File: config.mk
export PLATFORM = sky130hd
export DESIGN_NAME = down_sampler
export DESIGN_NICKNAME = d
export VERILOG_FILES = /design/src/rtl/ds_pkg.sv /design/src/rtl/down_sampler_cnt.sv /design/src/rtl/down_sampler.sv
export SDC_FILE = /design/constraint.sdc
export NUM_CORES = 1
export LEC_CHECK = 0
export CORE_MARGIN = 10
export CORE_UTILIZATION = 55
export DETAILED_ROUTE_END_ITERATION = 8
export DONT_BUFFER_PORTS = 1
export GPL_ROUTABILITY_DRIVEN = 0
export PLACE_DENSITY = 0.7
export SLEW_MARGIN = 25
export SYNTH_ARGS = -nofsm -noshare
export SYNTH_HDL_FRONTEND = slang
export SYNTH_SLANG_ARGS = --single-unit
File: constraint.sdc
create_clock -name clk -period 1.9 [get_ports clk]
set_input_delay 0.475 -clock clk [delete_from_list [all_inputs] [get_ports clk]]
set_output_delay 0.475 -clock clk [all_outputs]
set_load 0.02 [all_outputs]
File: src/rtl/ds_pkg.sv
// Shared types and helpers for the down_sampler block: FSM state encoding
// and the width rule for the slot counter / phase select.
package ds_pkg;

   typedef enum logic [1:0] {
      IDLE = 2'd0,
      ACQ  = 2'd1,
      LOCK = 2'd2
   } ds_state_t;

   // A decimation factor of 1 still needs a 1-bit phase port.
   function automatic int cnt_width(input int l);
      return (l > 1) ? $clog2(l) : 1;
   endfunction

endpackage

File: src/rtl/down_sampler_cnt.sv
// Slot counter for down_sampler: tracks the input slot within a frame,
// holds the clamped phase select and flags the slot that produces output.
module down_sampler_cnt
   import ds_pkg::*;
#(
   parameter int L   = 8,
   parameter int CW  = cnt_width(L),
   parameter bit AVG = 1'b0
) (
   input  logic          clk,
   input  logic          rst_n,
   input  logic          en,
   input  logic          sync,
   input  logic [CW-1:0] phase,
   input  logic          din_valid,
   output logic          strobe
);

   localparam logic [CW-1:0] LAST = CW'(L - 1);

   logic [CW-1:0] count;
   logic [CW-1:0] phase_reg;
   logic [CW-1:0] phase_clamped;
   logic [CW-1:0] slot;
   logic [CW-1:0] sel;
   logic          adv;

   // A sync cycle is slot 0 and compares against the phase being loaded now.
   always_comb begin
      phase_clamped = (phase > LAST) ? LAST : phase;
      slot          = sync ? '0 : count;
      sel           = sync ? phase_clamped : phase_reg;
      adv           = en & din_valid;
      strobe        = AVG ? (adv & (slot == LAST)) : (adv & (slot == sel));
   end

   always_ff @(posedge clk or negedge rst_n) begin
      if (!rst_n) begin
         count     <= '0;
         phase_reg <= '0;
      end else if (!en) begin
         count     <= '0;
         phase_reg <= '0;
      end else begin
         if (sync)
            phase_reg <= phase_clamped;
         if (adv)
            count <= (slot == LAST) ? '0 : slot + 1'b1;
         else if (sync)
            count <= '0;
      end
   end

endmodule

File: src/rtl/down_sampler.sv
// Integer down-sampler: keeps one selected slot out of every L valid samples.
// Define DOWN_SAMPLER_AVG_EN to output the mean of each L-sample frame instead.
module down_sampler
   import ds_pkg::*;
#(
   parameter int L     = 8,
   parameter int width = 20
) (
   input  logic                    clk,
   input  logic                    rst_n,
   input  logic                    en,
   input  logic                    sync,
   input  logic [cnt_width(L)-1:0] phase,
   input  logic signed [width-1:0] din,
   input  logic                    din_valid,
   output logic signed [width-1:0] dout,
   output logic                    dout_valid,
   output logic                    locked
);

   localparam int CW = cnt_width(L);

   ds_state_t               state;
   logic                    take;
   logic signed [width-1:0] sample;

`ifdef DOWN_SAMPLER_AVG_EN
   localparam bit AVG   = 1'b1;
   localparam int SH    = $clog2(L);
   localparam int ACC_W = width + SH;

   if ((L < 1) || ((L & (L - 1)) != 0)) begin : g_bad_l
      $error("down_sampler: averaging requires L to be a power of two");
   end

   logic signed [ACC_W-1:0] acc;
   logic signed [ACC_W-1:0] sum_n;

   // The sync sample opens a fresh frame, so it never adds to the old sum.
   assign sum_n  = (sync ? '0 : acc) + ACC_W'(din);
   assign sample = width'(sum_n >>> SH);

   always_ff @(posedge clk or negedge rst_n) begin
      if (!rst_n)
         acc <= '0;
      else if (!en)
         acc <= '0;
      else if (din_valid)
         acc <= take ? '0 : sum_n;
      else if (sync)
         acc <= '0;
   end
`else
   localparam bit AVG = 1'b0;

   assign sample = din;
`endif

   down_sampler_cnt #(
      .L   (L),
      .CW  (CW),
      .AVG (AVG)
   ) u_cnt (
      .clk       (clk),
      .rst_n     (rst_n),
      .en        (en),
      .sync      (sync),
      .phase     (phase),
      .din_valid (din_valid),
      .strobe    (take)
   );

   // locked follows the LOCK state; dout holds its value whenever no sample is taken.
   always_ff @(posedge clk or negedge rst_n) begin
      if (!rst_n) begin
         state      <= IDLE;
         dout       <= '0;
         dout_valid <= 1'b0;
         locked     <= 1'b0;
      end else if (!en) begin
         state      <= IDLE;
         dout_valid <= 1'b0;
         locked     <= 1'b0;
      end else begin
         dout_valid <= take;
         if (take)
            dout <= sample;
         if (take) begin
            state  <= LOCK;
            locked <= 1'b1;
         end else if (sync || state == IDLE) begin
            state  <= ACQ;
            locked <= 1'b0;
         end
      end
   end

endmodule

==> results of run 1 <==
[worst paths after layout]
path / endpoint / slack (ps) / depth (start not counted)
max reg2reg: dout[8] / 250 / 5
max: dout[8] / 250 / 5
min reg2reg: u_cnt.phase_reg[1] / 570 / 2
min in group asynchronous: u_cnt.phase_reg[2] / 560 / 2
max in group asynchronous: dout[7] / 1190 / 2
min: u_cnt.phase_reg[0] / 270 / 2
[cell usage in the layout (no fill, tap or decap)]
cell type / instances
a21oi_1: 2
a31oi_1: 1
buf_12: 1
buf_4: 3
clkbuf_4: 3
clkbuf_8: 1
dfrtp_1: 28
dlygate4sd3_1: 1
ha_1: 1
inv_1: 1
mux2_2: 3
mux2_4: 17
mux2i_1: 2
nand2_1: 3
nand2b_1: 5
nor2_1: 4
nor2b_1: 2
nor3_4: 1
o2111ai_1: 1
o21ai_0: 1
o21ai_1: 1
o21bai_1: 1
or2b_1: 2
xnor2_1: 3
[Yosys cell counts]
master     count
dfrtp_1       28
mux2_4        17
nand2b_1       5
nor2_1         4
mux2_2         3
nand2_1        3
xnor2_1        3
a21oi_1        2
buf_6          2
mux2i_1        2
nor2b_1        2
or2b_1         2
a31oi_1        1
buf_2          1
ha_1           1
inv_1          1
nor3_4         1
o2111ai_1      1
o21ai_0        1
o21ai_1        1
o21bai_1       1
[layout make-up]
cell class / instances / area, um2 / share of cell area (%)
multi-input cells: 50 / 492 / 37.3
repair buffers: 5 / 52.6 / 3.98
well taps: 28 / 35.0 / 2.65
flip-flops and latches: 28 / 701 / 53.1
clock buffers: 4 / 36.3 / 2.75
inverters: 1 / 3.75 / 0.284
[repair_timing]
item / CTS / global route
endpoints found under the hold margin: 28 / 0
setup endpoints to repair: 0 / 0
hold buffers: 2 / 0
[cell families (layout without fill, tap and decap cells)]
family / after synthesis / count (layout) / synth area share (%)
DFF: 28 / 28 / 57.3
AOI/OAI and AO/OA: 7 / 7 / 3.48
xor gates and xnor gates: 3 / 3 / 2.15
muxes: 22 / 22 / 25.3
buffers and inverters: 4 / 10 / 2.56
adders and majority gates: 1 / 1 / 1.02
and+or+nand+nor: 17 / 17 / 8.28
[power groups by stage]
| stage | sequential (mW) | combinational, mW | clock (mW) |
|---|---|---|---|
| after detailed placement | 1.00 | 0.224 | 0 |
| after global placement | 1.00 | 0.215 | 0 |
| after floorplan | 0.961 | 0.208 | 0 |
| after global routing | 1.00 | 0.259 | 0.325 |
| final | 0.984 | 0.238 | 0.287 |
| after CTS | 0.993 | 0.243 | 0.298 |
[routing by layer]
| layer | up-vias | share of wire, % |
|---|---|---|
| met4 | 0 | 1.3 |
| met1 | 315 | 40 |
| met2 | 24 | 50 |
| met5 | - | 0 |
| met3 | 4 | 8.9 |
| li1 | 291 | - |
==> impl_results.md, run 1 <==
- Switch share: 32.8%
- Vias in the first global route: 677
- Die area: 4510 um2
- Postcts setup bufs: 0
- Max reg flops: 20
- Max Cap Viol: 0
- Post-synthesis sequential area ratio: 57.3%
- Leakage Power: 0.599 nW
- Share of layout cells above drive strength 1: 33.0%
- Detailed Route Iter0 Violations: 19
- Hold path start: phase[0]
- Starting Density: 56.4%
- Die height: 67.2 um
- Via count: 634
- P_sw: 0.495 mW
- Overflow after GRT: 0
- Width of the die: 67.2 um
- Crit-path slowest cell: dfrtp_1
- Fin crit share: 86.9%
- Core box area: 2170 um2
- Final-stage net count: 118
- Post-Layout Cell Count: 116
- WS Path Type: flip-flop to flip-flop
- IO Port Bufs: 0
- Grt met2 use: 15.6%
- Worst setup startpoint: u_cnt.count[1]
- Internal Pwr Total: 1.01 mW
- Net count after synthesis: 111
- Sequential Power Share: 65.2%
- Fmax: 605 MHz
- Endpoints failing setup: 0
- WP data arrival: 1880 ps
- WL final: 2370 um
- TritonCTS clock tree: yes
- Final Skew: 2.09 ps
- Critical path cell sequence: xnor2_1 -> a31oi_1 -> nor3_4 -> buf_4 -> mux2_2
- Clk Latency, worst-skew pair: 320 ps
- PwrDens: 1140 nW/um2
- Hold WS: 269 ps
- Overall Global Routing Usage: 10.6%
- Critical Path Max Stage Delay: 410 ps
- Final Hold Fails: 0
- Combinational power share: 15.8%
- TritonCTS buffer count: 3
- Rows: 17
- Met1 Track Usage GR: 12.7%
- Initial antenna violation count: 0
- Share of the synthesized area in the top cell type: 57.3%
- # DRC: 0
- Flops & latches, synth: 28
- Design area: 1320 um2
- Fin worst setup slack: 248 ps
- Worst r2r src: u_cnt.count[1]
- Pre-CTS setup slack: 178 ps
- Ys Warns: 0
- Yosys cell types: 21
- Synthesized cell area: 1220 um2
- Area Growth Syn to Fin: 7.87%
- Clock root buffer master: clkbuf_4
- Avg Cell Area, Syn: 14.9 um2
- Worst EP required: 2130 ps
- Post-Syn Instances: 82
- First-pass GRT wire length: 3560 um
- Status: finished, final reports clean
- Global routing met3 resource utilization: 4.79%
- Setup TNS: 0 ps
- Hold WC Path Type: input pin to flip-flop
- Largest net degree at the start of global routing: 29
- Worst-Margin Slew: 290 ps
- Final core occ: 60.8%
- Antenna viol nets, final: 0
- CTS Buffer Depth: 2
- Post-placement cell count: 110
- Reg clk slew, reported paths: 140 ps
- Clock power frac: 19.0%
- Fillcell total: 178
- DR vias/cell: 5.47
- Cell taking the most area after synthesis: dfrtp_1
- Deepest level of the CTS H-tree: 1
- Post_cts resized: 0
- Minimum clock period: 1650 ps
- Startpoint types: flip-flop
- Cell Area, Placed: 1250 um2
- Maximum vdd drop: 0.704 mV
- Final HPWL DP: 1820 um
- Top Family by Delay on Critical Path: flip-flops
- RSZ-0062 raised after global routing: false
- Area contributors post-synth: dfrtp_1 57%, mux2_4 21%, mux2_2 2.8%
- IO Count: 50
- Drt first pass iters: 2
- Worst Path Buf+Inv: 1
- N_diodes: 0
- Avg WL per Cell: 20.5 um
- CP endpoint kind: flip-flop
- Clock Sinks: 28
- Grt peak-use layer: met2
- Max-Slew Margin vs Limit: 80.6%
- Total power: 1.51 mW
- Crit path max fanout: 10
- Max Slew Vio Count: 0
Power figures use the tool's default switching activity.
==> run 2: changes to the inputs <==
--- a/config.mk
+++ b/config.mk
@@ -11,6 +11,7 @@
 export DONT_BUFFER_PORTS = 1
 export GPL_ROUTABILITY_DRIVEN = 0
 export PLACE_DENSITY = 0.7
+export RECOVER_POWER = 50
 export SLEW_MARGIN = 25
 export SYNTH_ARGS = -nofsm -noshare
 export SYNTH_HDL_FRONTEND = slang
==> run 2 against run 1 <==
Effect of this change: count of clock-buffer cells in the layout is the same; global-route usage did not move; hold slack hardly changed; sequential share of layout area rose by 0.61 points; register-to-register slack hardly changed; cell count unchanged; die area unchanged; via count unchanged; utilization down 0.69 points; clock power about the same; critical path type unchanged.
==> impl_results.md, run 2 (synthesis results as in run 1) <==
- Max-Slew Margin vs Limit: 55.1%
- Vias in the first global route: 677
- Postcts setup bufs: 0
- Detailed Route Iter0 Violations: 19
- Drt first pass iters: 2
- N_diodes: 0
- Critical Path Max Stage Delay: 410 ps
- Area Growth Syn to Fin: 6.65%
- Antenna viol nets, final: 0
- Crit path max fanout: 10
- Starting Density: 56.4%
- Maximum vdd drop: 0.699 mV
- Internal Pwr Total: 1.01 mW
- Leakage Power: 0.594 nW
- Die area: 4510 um2
- Via count: 634
- WS Path Type: flip-flop to flip-flop
- Avg WL per Cell: 20.5 um
- Minimum clock period: 1650 ps
- Commonest non-fill, non-tap cell in the layout: dfrtp_1
- # DRC: 0
- Critical path cell sequence: xnor2_1 -> a31oi_1 -> nor3_4 -> buf_4 -> mux2_2
- R2R depth: 5
- Hold WC Path Type: input pin to flip-flop
- CP endpoint kind: flip-flop
- Grt met2 use: 15.6%
- Pre-CTS setup slack: 178 ps
- P_sw: 0.494 mW
- Sequential Power Share: 65.3%
- Area occupied by multi-input gates: 492 um2
- Setup TNS: 0 ps
- Rows: 17
- Register area: 701 um2
- Combinational power share: 15.6%
- Status: finished, final reports clean
- Core box area: 2170 um2
- Worst EP required: 2130 ps
- Overflow after GRT: 0
- IO Port Bufs: 0
- Initial antenna violation count: 0
- Final-stage net count: 118
- Met1 Track Usage GR: 12.7%
- Grt peak-use layer: met2
- Overall Global Routing Usage: 10.6%
- WP data arrival: 1880 ps
- Clock root buffer master: clkbuf_4
- Deepest level of the CTS H-tree: 1
- CTS Buffer Depth: 2
- Fin crit share: 86.9%
- Global routing met3 resource utilization: 4.79%
- DR vias/cell: 5.47
- Fillcell total: 180
- WL final: 2380 um
- Reg clk slew, reported paths: 140 ps
- Worst-Margin Slew: 674 ps
- Max reg flops: 20
- TritonCTS clock tree: yes
- IO Count: 50
- Crit-path slowest cell: dfrtp_1
- Max Slew Vio Count: 0
- Die height: 67.2 um
- Clk Latency, worst-skew pair: 320 ps
- Final Hold Fails: 0
- Startpoint types: flip-flop
- Share of layout cells above drive strength 1: 33.0%
- Fin worst setup slack: 248 ps
- Largest net degree at the start of global routing: 29
- Final Skew: 2.10 ps
- Endpoints failing setup: 0
- Switch share: 32.8%
- First-pass GRT wire length: 3560 um
- Clock power frac: 19.1%
- Fmax: 605 MHz
- PwrDens: 1150 nW/um2
- Max Cap Viol: 0
- TritonCTS buffer count: 3
- RSZ-0062 raised after global routing: false
- Clock Sinks: 28
- Hold path cells: 2
- Width of the die: 67.2 um
- Most frequent cells in the layout: 28 x dfrtp_1, 17 x mux2_4, 5 x nand2b_1
- Final HPWL DP: 1820 um
run 2: cell count changes in the layout (fill, tap and decap cells not counted):
cell,change
buf_12,-1
clkbuf_2,+1
run 2: area by class of cell:
cell class | count | area share (%)
clock buffer | 4 | 2.78
inverter | 1 | 0.288
multi-input combinational | 50 | 37.7
sequential | 28 | 53.7
tap | 28 | 2.68
timing repair buffer | 5 | 2.88
run 2: layer usage:
metal | up-vias | share of wire (%)
met3 | 4 | 8.9
met2 | 24 | 50
met4 | 0 | 1.3
met5 | - | 0
li1 | 291 | -
met1 | 315 | 40
run 2: repair_timing:
| item | 4_1_cts | 5_1_grt |
|---|---|---|
| hold buffers | 2 | 0 |
| hold endpoints to repair | 28 | 0 |
| gates resized for setup | 0 | 0 |
run 2: worst paths after layout:
path                                          from  slack (ps)                  to
worst max-delay path                u_cnt.count[1]         250             dout[8]
worst min-delay path                      phase[0]         270  u_cnt.phase_reg[0]
worst max register to register      u_cnt.count[1]         250             dout[8]
worst min register to register  u_cnt.phase_reg[1]         570  u_cnt.phase_reg[1]
max in group asynchronous                    rst_n         770             dout[7]
min in group asynchronous                    rst_n         700  u_cnt.phase_reg[2]
run 2: power by group through the flow:
stage               logic (mW)  registers [mW]  clock network, mW
global placement         0.215            1.00                  0
floorplan                0.208           0.961                  0
detailed placement       0.224            1.00                  0
CTS                      0.243           0.993              0.298
finish                   0.234           0.983              0.287
global route             0.255            1.00              0.325
run 2: worst max-delay path, delay by kind of cell (launching register included):
kind,cells,cell delay (ps)
AOI/OAI and AO/OA,1,140
DFF,1,410
and+or+nand+nor,1,240
muxes,1,360
buffers and inverters,1,250
xor gates and xnor gates,1,150
run 2: stage by stage:
stage / hold WS, ps / power, mW / instances / area [um2] / utilization, %
2_1_floorplan: 179 / 1.17 / 82 / 1220 / -
3_3_place_gp: 180 / 1.22 / 110 / 1250 / 57.8
3_5_place_dp: 180 / 1.23 / 110 / 1250 / 57.8
4_1_cts: 256 / 1.53 / 116 / 1320 / 60.8
5_1_grt: 242 / 1.58 / 116 / 1310 / 60.1
6_report: 269 / 1.51 / 116 / 1310 / 60.1
